## config.mk

```make
export PLATFORM = sky130hd
export DESIGN_NAME = uart_tx
export DESIGN_NICKNAME = d
export VERILOG_FILES = /design/src/rtl/uart_pkg.sv /design/src/rtl/uart_tx.sv
export SDC_FILE = /design/constraint.sdc
export NUM_CORES = 1
export LEC_CHECK = 0
export CAP_MARGIN = 30
export CORE_UTILIZATION = 39
export CTS_BUF_LIST = sky130_fd_sc_hd__clkbuf_8 sky130_fd_sc_hd__clkbuf_16
export DETAILED_ROUTE_END_ITERATION = 10
export SLEW_MARGIN = 10
export SYNTH_ARGS = -nofsm -noshare
export SYNTH_HDL_FRONTEND = slang
export SYNTH_SLANG_ARGS = --single-unit
```

## constraint.sdc

```tcl
create_clock -name clk -period 2.6 [get_ports clk]
set_input_delay 0.52 -clock clk [delete_from_list [all_inputs] [get_ports clk]]
set_output_delay 0.52 -clock clk [all_outputs]
set_load 0.05 [all_outputs]
```

## src/rtl/uart_pkg.sv

```systemverilog
// uart_pkg: shared definitions for the UART transmitter.
//   uart_state_e  - 3-bit FSM state encoding (IDLE/ARM/START/DATA/PARITY/STOP)
//   DATA_BITS     - data bits per frame
//   PARITY_BITS   - 1 when UART_TX_PARITY_EN is defined, else 0
//   FRAME_LEN_MIN/FRAME_LEN_MAX, frame_len() - frame lengths in bit intervals
// Optional feature macro: UART_TX_PARITY_EN.
package uart_pkg;

  typedef enum logic [2:0] {
    IDLE   = 3'd0,
    ARM    = 3'd1,
    START  = 3'd2,
    DATA   = 3'd3,
`ifdef UART_TX_PARITY_EN
    PARITY = 3'd4,
`endif
    STOP   = 3'd5
  } uart_state_e;

  localparam int unsigned DATA_BITS = 8;

`ifdef UART_TX_PARITY_EN
  localparam int unsigned PARITY_BITS = 1;
`else
  localparam int unsigned PARITY_BITS = 0;
`endif

  // Shortest frame (no parity, one stop bit) and longest (parity, two stop bits).
  localparam int unsigned FRAME_LEN_MIN = 1 + DATA_BITS + 1;
  localparam int unsigned FRAME_LEN_MAX = 1 + DATA_BITS + 1 + 2;

  // Bit intervals in one frame for this build: start + data + parity + stop.
  function automatic int unsigned frame_len(input int unsigned stop_bits);
    return 1 + DATA_BITS + PARITY_BITS + stop_bits;
  endfunction

endpackage

```

## src/rtl/uart_tx.sv

```systemverilog
// uart_tx: byte-serial UART transmitter, MSB first, one bit per baud_pulse.
// Frame: start(0), 8 data bits MSB first, optional parity, STOP_BITS stop bits (1).
// Parameters:
//   STOP_BITS  - stop bits per frame (1 or 2)
//   PARITY_ODD - parity sense when parity is compiled in (0 even, 1 odd)
// Optional feature macro: UART_TX_PARITY_EN (adds the parity bit and PARITY state).
// Ports:
//   clk        - system clock
//   rst_n      - asynchronous active-low reset
//   baud_pulse - one-clk-wide bit-period strobe
//   byte_in    - byte to send, sampled on accept
//   valid_in   - upstream holds a byte
//   ready_out  - high only in IDLE; accept = valid_in && ready_out
//   tx         - registered serial line, idles high
//   busy       - high while a frame is in progress
//   done_out   - one-cycle pulse on the cycle the FSM re-enters IDLE
module uart_tx
  import uart_pkg::*;
#(
  parameter int unsigned STOP_BITS  = 1,
  parameter int unsigned PARITY_ODD = 0
) (
  input  logic       clk,
  input  logic       rst_n,
  input  logic       baud_pulse,
  input  logic [7:0] byte_in,
  input  logic       valid_in,
  output logic       ready_out,
  output logic       tx,
  output logic       busy,
  output logic       done_out
);

  if (STOP_BITS < 1 || STOP_BITS > 2 || PARITY_ODD > 1) begin : g_bad_cfg
    $error("uart_tx: STOP_BITS must be 1 or 2 and PARITY_ODD must be 0 or 1");
  end

  // Value of the stop counter on the final stop bit.
  localparam logic StopLast = (STOP_BITS == 2);

  uart_state_e state_q, state_d;
  logic [7:0]  shreg_q, shreg_d;
  logic [2:0]  bit_cnt_q, bit_cnt_d;
  logic        stop_cnt_q, stop_cnt_d;
  logic        tx_q, tx_d;
  logic        done_q, done_d;
  logic        accept;

`ifdef UART_TX_PARITY_EN
  logic        parity_q, parity_d;
`endif

  assign accept = valid_in && (state_q == IDLE);

  // State register.
  always_ff @(posedge clk or negedge rst_n) begin
    if (!rst_n) begin
      state_q <= IDLE;
    end else begin
      state_q <= state_d;
    end
  end

  // Next-state logic.
  always_comb begin
    state_d = state_q;
    unique case (state_q)
      IDLE:  if (accept) state_d = ARM;
      ARM:   if (baud_pulse) state_d = START;
      START: if (baud_pulse) state_d = DATA;
      DATA: begin
        if (baud_pulse && bit_cnt_q == 3'd7) begin
`ifdef UART_TX_PARITY_EN
          state_d = PARITY;
`else
          state_d = STOP;
`endif
        end
      end
`ifdef UART_TX_PARITY_EN
      PARITY: if (baud_pulse) state_d = STOP;
`endif
      STOP:  if (baud_pulse && stop_cnt_q == StopLast) state_d = IDLE;
      default: state_d = IDLE;
    endcase
  end

  // Datapath next-state: shift register, counters and parity.
  always_comb begin
    shreg_d    = shreg_q;
    bit_cnt_d  = bit_cnt_q;
    stop_cnt_d = stop_cnt_q;
`ifdef UART_TX_PARITY_EN
    parity_d   = parity_q;
`endif
    unique case (state_q)
      IDLE: begin
        if (accept) begin
          shreg_d    = byte_in;
          bit_cnt_d  = 3'd0;
          stop_cnt_d = 1'b0;
`ifdef UART_TX_PARITY_EN
          parity_d   = (^byte_in) ^ (PARITY_ODD != 0);
`endif
        end
      end
      DATA: begin
        if (baud_pulse) begin
          shreg_d   = {shreg_q[6:0], 1'b0};
          bit_cnt_d = bit_cnt_q + 3'd1;  // wraps to 0 after the 8th bit
        end
      end
      STOP: begin
        if (baud_pulse) begin
          stop_cnt_d = (stop_cnt_q == StopLast) ? 1'b0 : ~stop_cnt_q;
        end
      end
      default: ;
    endcase
  end

  // Output logic: tx is registered from the next state so each bit appears on
  // the clock that enters its state.
  always_comb begin
    tx_d = 1'b1;
    case (state_d)
      START:  tx_d = 1'b0;
      DATA:   tx_d = shreg_d[7];
`ifdef UART_TX_PARITY_EN
      PARITY: tx_d = parity_q;
`endif
      default: tx_d = 1'b1;
    endcase
    done_d = (state_d == IDLE) && (state_q != IDLE);
  end

  always_ff @(posedge clk or negedge rst_n) begin
    if (!rst_n) begin
      shreg_q    <= 8'h00;
      bit_cnt_q  <= 3'd0;
      stop_cnt_q <= 1'b0;
      tx_q       <= 1'b1;
      done_q     <= 1'b0;
    end else begin
      shreg_q    <= shreg_d;
      bit_cnt_q  <= bit_cnt_d;
      stop_cnt_q <= stop_cnt_d;
      tx_q       <= tx_d;
      done_q     <= done_d;
    end
  end

`ifdef UART_TX_PARITY_EN
  always_ff @(posedge clk or negedge rst_n) begin
    if (!rst_n) begin
      parity_q <= 1'b0;
    end else begin
      parity_q <= parity_d;
    end
  end
`endif

  assign ready_out = (state_q == IDLE);
  assign busy      = (state_q != IDLE);
  assign tx        = tx_q;
  assign done_out  = done_q;

endmodule

```

==> summary.md <==
| Metric | Value |
|---|---|
| R2R setup slack | 1.00 ns |
| Post-CTS setup buffers | 0 |
| Layout Utilization | a little over half |
| Count of distinct cell types in the synthesized netlist | 29 |
| Port bufs | 15 |
| Worst R2R Start | state_q[1] |
| Status | complete, no violations |
| Fraction of synthesized cell area taken by the top area cell type | 49.26% |
| Share of the clock period used by the worst path after layout | 92.55% |
| Met2 Use GR | 21.97% |
| Total clock buffers created by CTS | 3 |
| Starting density of the core | 42.74% |
| Later-pin clock latency in the skew report | around 0.25 ns |
| Portion of the post-synthesis area used by sequential elements | 52.71% |
| Post-synthesis net count | between 70 and 80 |
| Standard-cell rows | 15 |
| Class of the tightest hold or removal check | reg2reg |
| Total routing resource utilization after global routing | 15.87% |
| Signal arrival time at the worst endpoint | 1.89 ns |
| Die Footprint | about 0.0021 mm2 |
| Number of nets in the layout | 91 |
| CTS tree | yes |
| Share of async-settable or async-resettable flops after synthesis | 100.0% |
| Synthesized area | 762.0 um2 |
| Hold path startpoint | shreg_q[3] |
| Total negative slack for setup checks | 0 ns |
| Post-CTS sizing | 0 |
| Most used flip-flop cell after synthesis | dfrtp_1 |
| Longest individual stage delay on the worst path | roughly 0.72 ns |
| First-pass GRT wire length | 2290 um |
| Leading post-synthesis cells by cell area | dfrtp_1 49%, a222oi_1 7.9%, buf_6 4.4% |
| Yosys top cell by area | dfrtp_1 |
| Required time of the critical path | ~2.1 ns |
| Fraction of layout cells with a size suffix above 1 | 10.53% |
| Slew Viols, Final | 0 |
| Worst Tran Pin Value | 0.7195 ns |
| # DRC | 0 |
| Highest net fanout along the worst path | 10 |
| Maximum level of the CTS H-tree | 1 |
| Syn Inst Count | 63 |
| Routability-driven placement congestion ratio | 0.7844 |
| Routed wire length | 1323 um |
| Endpoint of the worst hold path | shreg_q[3] |
| Number of warnings reported in the yosys synthesis log | 0 |
| Filler instances | 172 |
| Setup repair after global routing missed its margin | false |
| Total clock sinks | 16 |
| Type of element capturing the critical path | output pin |
| Count of antenna-violating nets left after detailed routing | 0 |
| Worst-path cell chain | or3_1 > clkdlybuf4s50_1 |
| Post-route minimum period | between 2 and 2.5 ns |
| Total congestion overflow after global routing | 0 |
| Pin count of the biggest net entering global routing | 17 |
| Grt met3 use | 3.529% |
| Maximum clock skew at final layout | ~0.0015 ns |
| Sum of net half-perimeters after detailed placement | 912.3 um |
| Number of hold buffers added after cts | 0 |
| Clock transition at the registers of the reported paths | 0.06 ns |
| Setup crit start kind | flop |
| Depth of the worst register-to-register path | 4 |
| Ant. Diodes | 0 |
| Synthesis-to-layout area growth | 23.97% |
| Power per unit of standard cell area | 974.7 mW/mm2 |
| Via count | between 500 and 600 |
| Kind of critical path | reg2out |
| Highest-utilization routing layer at the global route stage | met2 |
| Final setup violation count | 0 |
| Max-Slew Margin vs Limit | 51.88% |
| Cells on Worst Hold Path | 2 |
| Lkg Pwr | ~0.47 nW |
| Hold Violations, Final | 0 |
| Die extent in y | between 40 and 50 um |
| I/O pin count | 16 |
| Highest clock frequency the design can meet | 415.6 MHz |
| Peak supply drop | between 0.4 and 0.5 mV |
| Root Buffer | clkbuf_8 |
| Longest Clk Path Bufs | 2 |
| Number of register bits inferred by synthesis | 16 |
| M1 GR Usage | 21.95% |
| Max-cap violations | 0 |
| Iter 0 DRT Violations | 17 |
| Die width | roughly 46 um |
| Vias in the first global route | 503 |
| CP max-delay cell | clkdlybuf4s50_1 |
| Initial antenna violation count | 0 |
| DR WL/cell | 13.10 um |
| Worst reg2reg path endpoint | shreg_q[6] |
| Count of flip-flops with a built-in enable after synthesis | 0 |
| Number of vias per cell | 5.347 |
| DRT Pass-1 Iters | 4 |
| Std-Cell Core Area | between 0.0015 and 0.002 mm2 |
| Mapped Avg Cell Area | 12.09 um2 |
-- cell type report --
| cell class | instances | area, um2 | share of cell area [%] |
|---|---|---|---|
| Sequential cell | 16 | 401.6 | 42.52 |
| Inverter | 7 | 26.28 | 2.781 |
| Multi-Input combinational cell | 34 | 282.8 | 29.93 |
| Tap cell | 25 | 31.28 | 3.311 |
| Timing Repair Buffer | 15 | 147.6 | 15.63 |
| Clock buffer | 4 | 55.05 | 5.828 |
-- critical path, delay by kind of cell, from the launching register on --
kind,cells,cell delay [ns]
buffers and inverters,1,0.72
flip-flops,1,0.46
AND/OR/NAND/NOR,1,0.45
-- worst max path at each step --
stage                     startpoint         end
after floorplan           state_q[1]  shreg_q[1]
after global placement    state_q[1]        busy
after detailed placement    valid_in  shreg_q[2]
after CTS                 state_q[1]        busy
after global routing      state_q[0]        busy
final                     state_q[1]        busy
-- flip-flops by register name (all words and copies together) (netlist names) --
name,count
state_q,3
shreg_q,8
done_out,1
bit_cnt_q,3
tx,1
-- cell usage in the layout (no fill, tap or decap), drive strengths merged --
master / count
clkbuf: 4
inv: 7
a222oi: 6
o2bb2ai: 1
o21a: 1
a21bo: 1
dfstp: 1
or3: 1
a21boi: 2
nor2: 1
a221o: 1
a22o: 3
dfrtp: 15
nor3: 1
o21ai: 1
a21oi: 2
and4: 1
nand2: 1
or3b: 1
buf: 1
and4b: 1
and2: 1
nand4b: 1
mux2: 1
clkdlybuf4s50: 14
mux2i: 1
nand3: 1
ha: 2
a21o: 2
-- where the power goes --
part           leakage (nW)  switching (mW)  internal, mW
clock                0.0288          0.0853         0.134
sequential            0.204          0.0673         0.336
combinational         0.238           0.152         0.146
total                 0.471           0.305         0.616
-- synthesized netlist by cell type (all sizes together) (2+ instances only) --
cell type and count:
a21oi 2, buf 6, a22o 3, dfrtp 15
a21o 2, ha 2, a222oi 6, inv 7
a21boi 2
-- through the flow --
stage	hold slack, ns	worst slack, ns	cell area (um2)	std cells	power (mW)
floorplan	0.2244	0.5501	762.0	63	0.6642
global placement	0.4721	0.4559	889.6	97	0.7069
detailed placement	0.4774	0.4510	889.6	97	0.7086
CTS	0.4962	0.1906	944.7	101	0.9320
global route	0.5312	0.1281	944.7	101	0.9916
finish	0.4897	0.1936	944.7	101	0.9208
-- metal layers --
metal | wire (um) | vias up
met5 | 0 | -
met4 | 30 | 0
met3 | 57 | 4
met2 | 565 | 15
met1 | 670 | 260
li1 | - | 261
-- cells by family after synthesis --
| logic type | share of synthesized area (%) |
|---|---|
| compound gates | 22.00 |
| flops | 52.71 |
| buf+inv | 10.18 |
| simple gates | 9.030 |
| mux | 2.791 |
| fa+ha+maj | 3.284 |
No activity file was read; power rests on OpenSTA's default activity.
==> RTL edit: new RTL, same flow settings <==
Put one more register stage on the output `tx`. The value now appears one clock later. The other outputs are not delayed to match. Comments in the files are not updated.
--- a/src/rtl/uart_tx.sv
+++ b/src/rtl/uart_tx.sv
@@ -163,5 +163,7 @@
   assign ready_out = (state_q == IDLE);
   assign busy      = (state_q != IDLE);
-  assign tx        = tx_q;
+  always_ff @(posedge clk) begin
+    tx <= tx_q;
+  end
   assign done_out  = done_q;
 
Function: changed (Yosys sat finds a counterexample within 4 cycles, from zero or initial values and one cycle with rst_n low).
==> RTL edit against the original RTL <==
  * Sequential cell count is 1 higher
  * Final cell count rose by 0.99%
  * Area after synthesis increased by 2.6%
  * Worst setup slack worse by 0.0030 ns
  * Final area grew 1.2%
  * Total power is 0.48% lower
  * Clock power fell by 13%
  * Wire length is 0.68% higher
==> RTL edit: results <==
[outcome]
status = "complete, no violations"

[logic_synthesis]
synth_common_cells = "dfrtp_1 (15), inv_1 (7), a222oi_1 (6), a22o_1 (3), buf_6 (3)"
synth-async-reset-ratio_pct = 94.1
synth_fp_nets = 78
synth_area_leaders = "dfrtp_1 (48%), a222oi_1 (7.7%), buf_6 (4.3%), dfstp_2 (3.4%), inv_1 (3.4%)"
synth.distinct_cells = 30
synth_seq_area_share_pct = 53.9
synth_ff_type = "dfrtp_1"
syn_area_per_cell_sq_um = 12.2
ys_warn_count = 0

[worst_setup_path]
critPathTopFamily = "buffers and inverters"
worstPathArrival_ns = 1.89
path_max_fanout = 11

[drt]
first_pass_iters = 4
wl_per_cell_um = 13.1
dr.first_iter.drc_count = 41
via_per_inst = 5.34
vias = 545

[global_route]
grt_usage_pct = 15.1
grt_pass1_vias = 485
grt_pass1_wl_mm = 2.19
antenna_found_initial = 0
grt_max_degree = 17

[timing]
fin_skew_ns = 0.00525
slew_headroom_pct = 53.6

[power_and_ir_drop]
swShare_pct = 33.8
clkPwrFrac_pct = 21.0
p_leak_nw = 0.476
internal-power_uw = 606
ir_worst_vdd_mv = 0.604

[layout]
seq_area_sq_um = 422
clockNetworkAreaShare_pct = 4.84
fillers = 178
n_antenna_cell = 0
design.seq.count = 17
largestRegisters = "shreg_q (8), bit_cnt_q (3), state_q (3)"
nets = 92
nonClkBufAreaFrac_pct = 15.4
sh_seq_area_pct = 44.1
layout-drive-gt1-share_pct = 10.4

[placement]
dpl_cell_area_sq_um = 910
io_buffers = 15
preCtsSetupSlack_ns = 0.418
dp_cells = 98
dp_hpwl_um = 978
place_congestion = 0.785

[cts]
cts_root_buf = "clkbuf_8"
clock_latency_ns = 0.25
cts_resized = 0
clockBufferDepth = 2

[min_path]
hold_path_class = "flip-flop to flip-flop"
[RTL edit: cell count changes after synthesis, sizes merged]
cell   delta
dfxtp     +1
[RTL edit: final timing paths]
check	startpoint	to	slack [ns]	cells past startpoint
hold reg to reg	tx_q	tx	0.40	0
max in group asynchronous	rst_n	shreg_q[4]	1.47	1
hold / removal	tx_q	tx	0.40	0
setup reg to reg	state_q[0]	shreg_q[3]	0.97	4
setup / recovery	state_q[0]	busy	0.19	2
min in group asynchronous	rst_n	done_out	0.69	1
[RTL edit: routing by layer]
layer / share of wire (%) / GRT usage [%] / wire length [um]
met2: 43 / 21.9 / 578
met5: 0 / 0 / 0
met1: 50 / 20.0 / 664
met3: 5.8 / 6.92 / 77
met4: 0.75 / 5.14 / 10
[RTL edit: logic make-up after synthesis]
kind of cell               Yosys count  synth area share [%]
and+or+nand+nor                     10                  8.80
adders and majority gates            2                  3.20
DFF                                 17                  53.9
muxes                                2                  2.72
buffers and inverters               13                  9.92
AOI/OAI and AO/OA                   20                  21.4
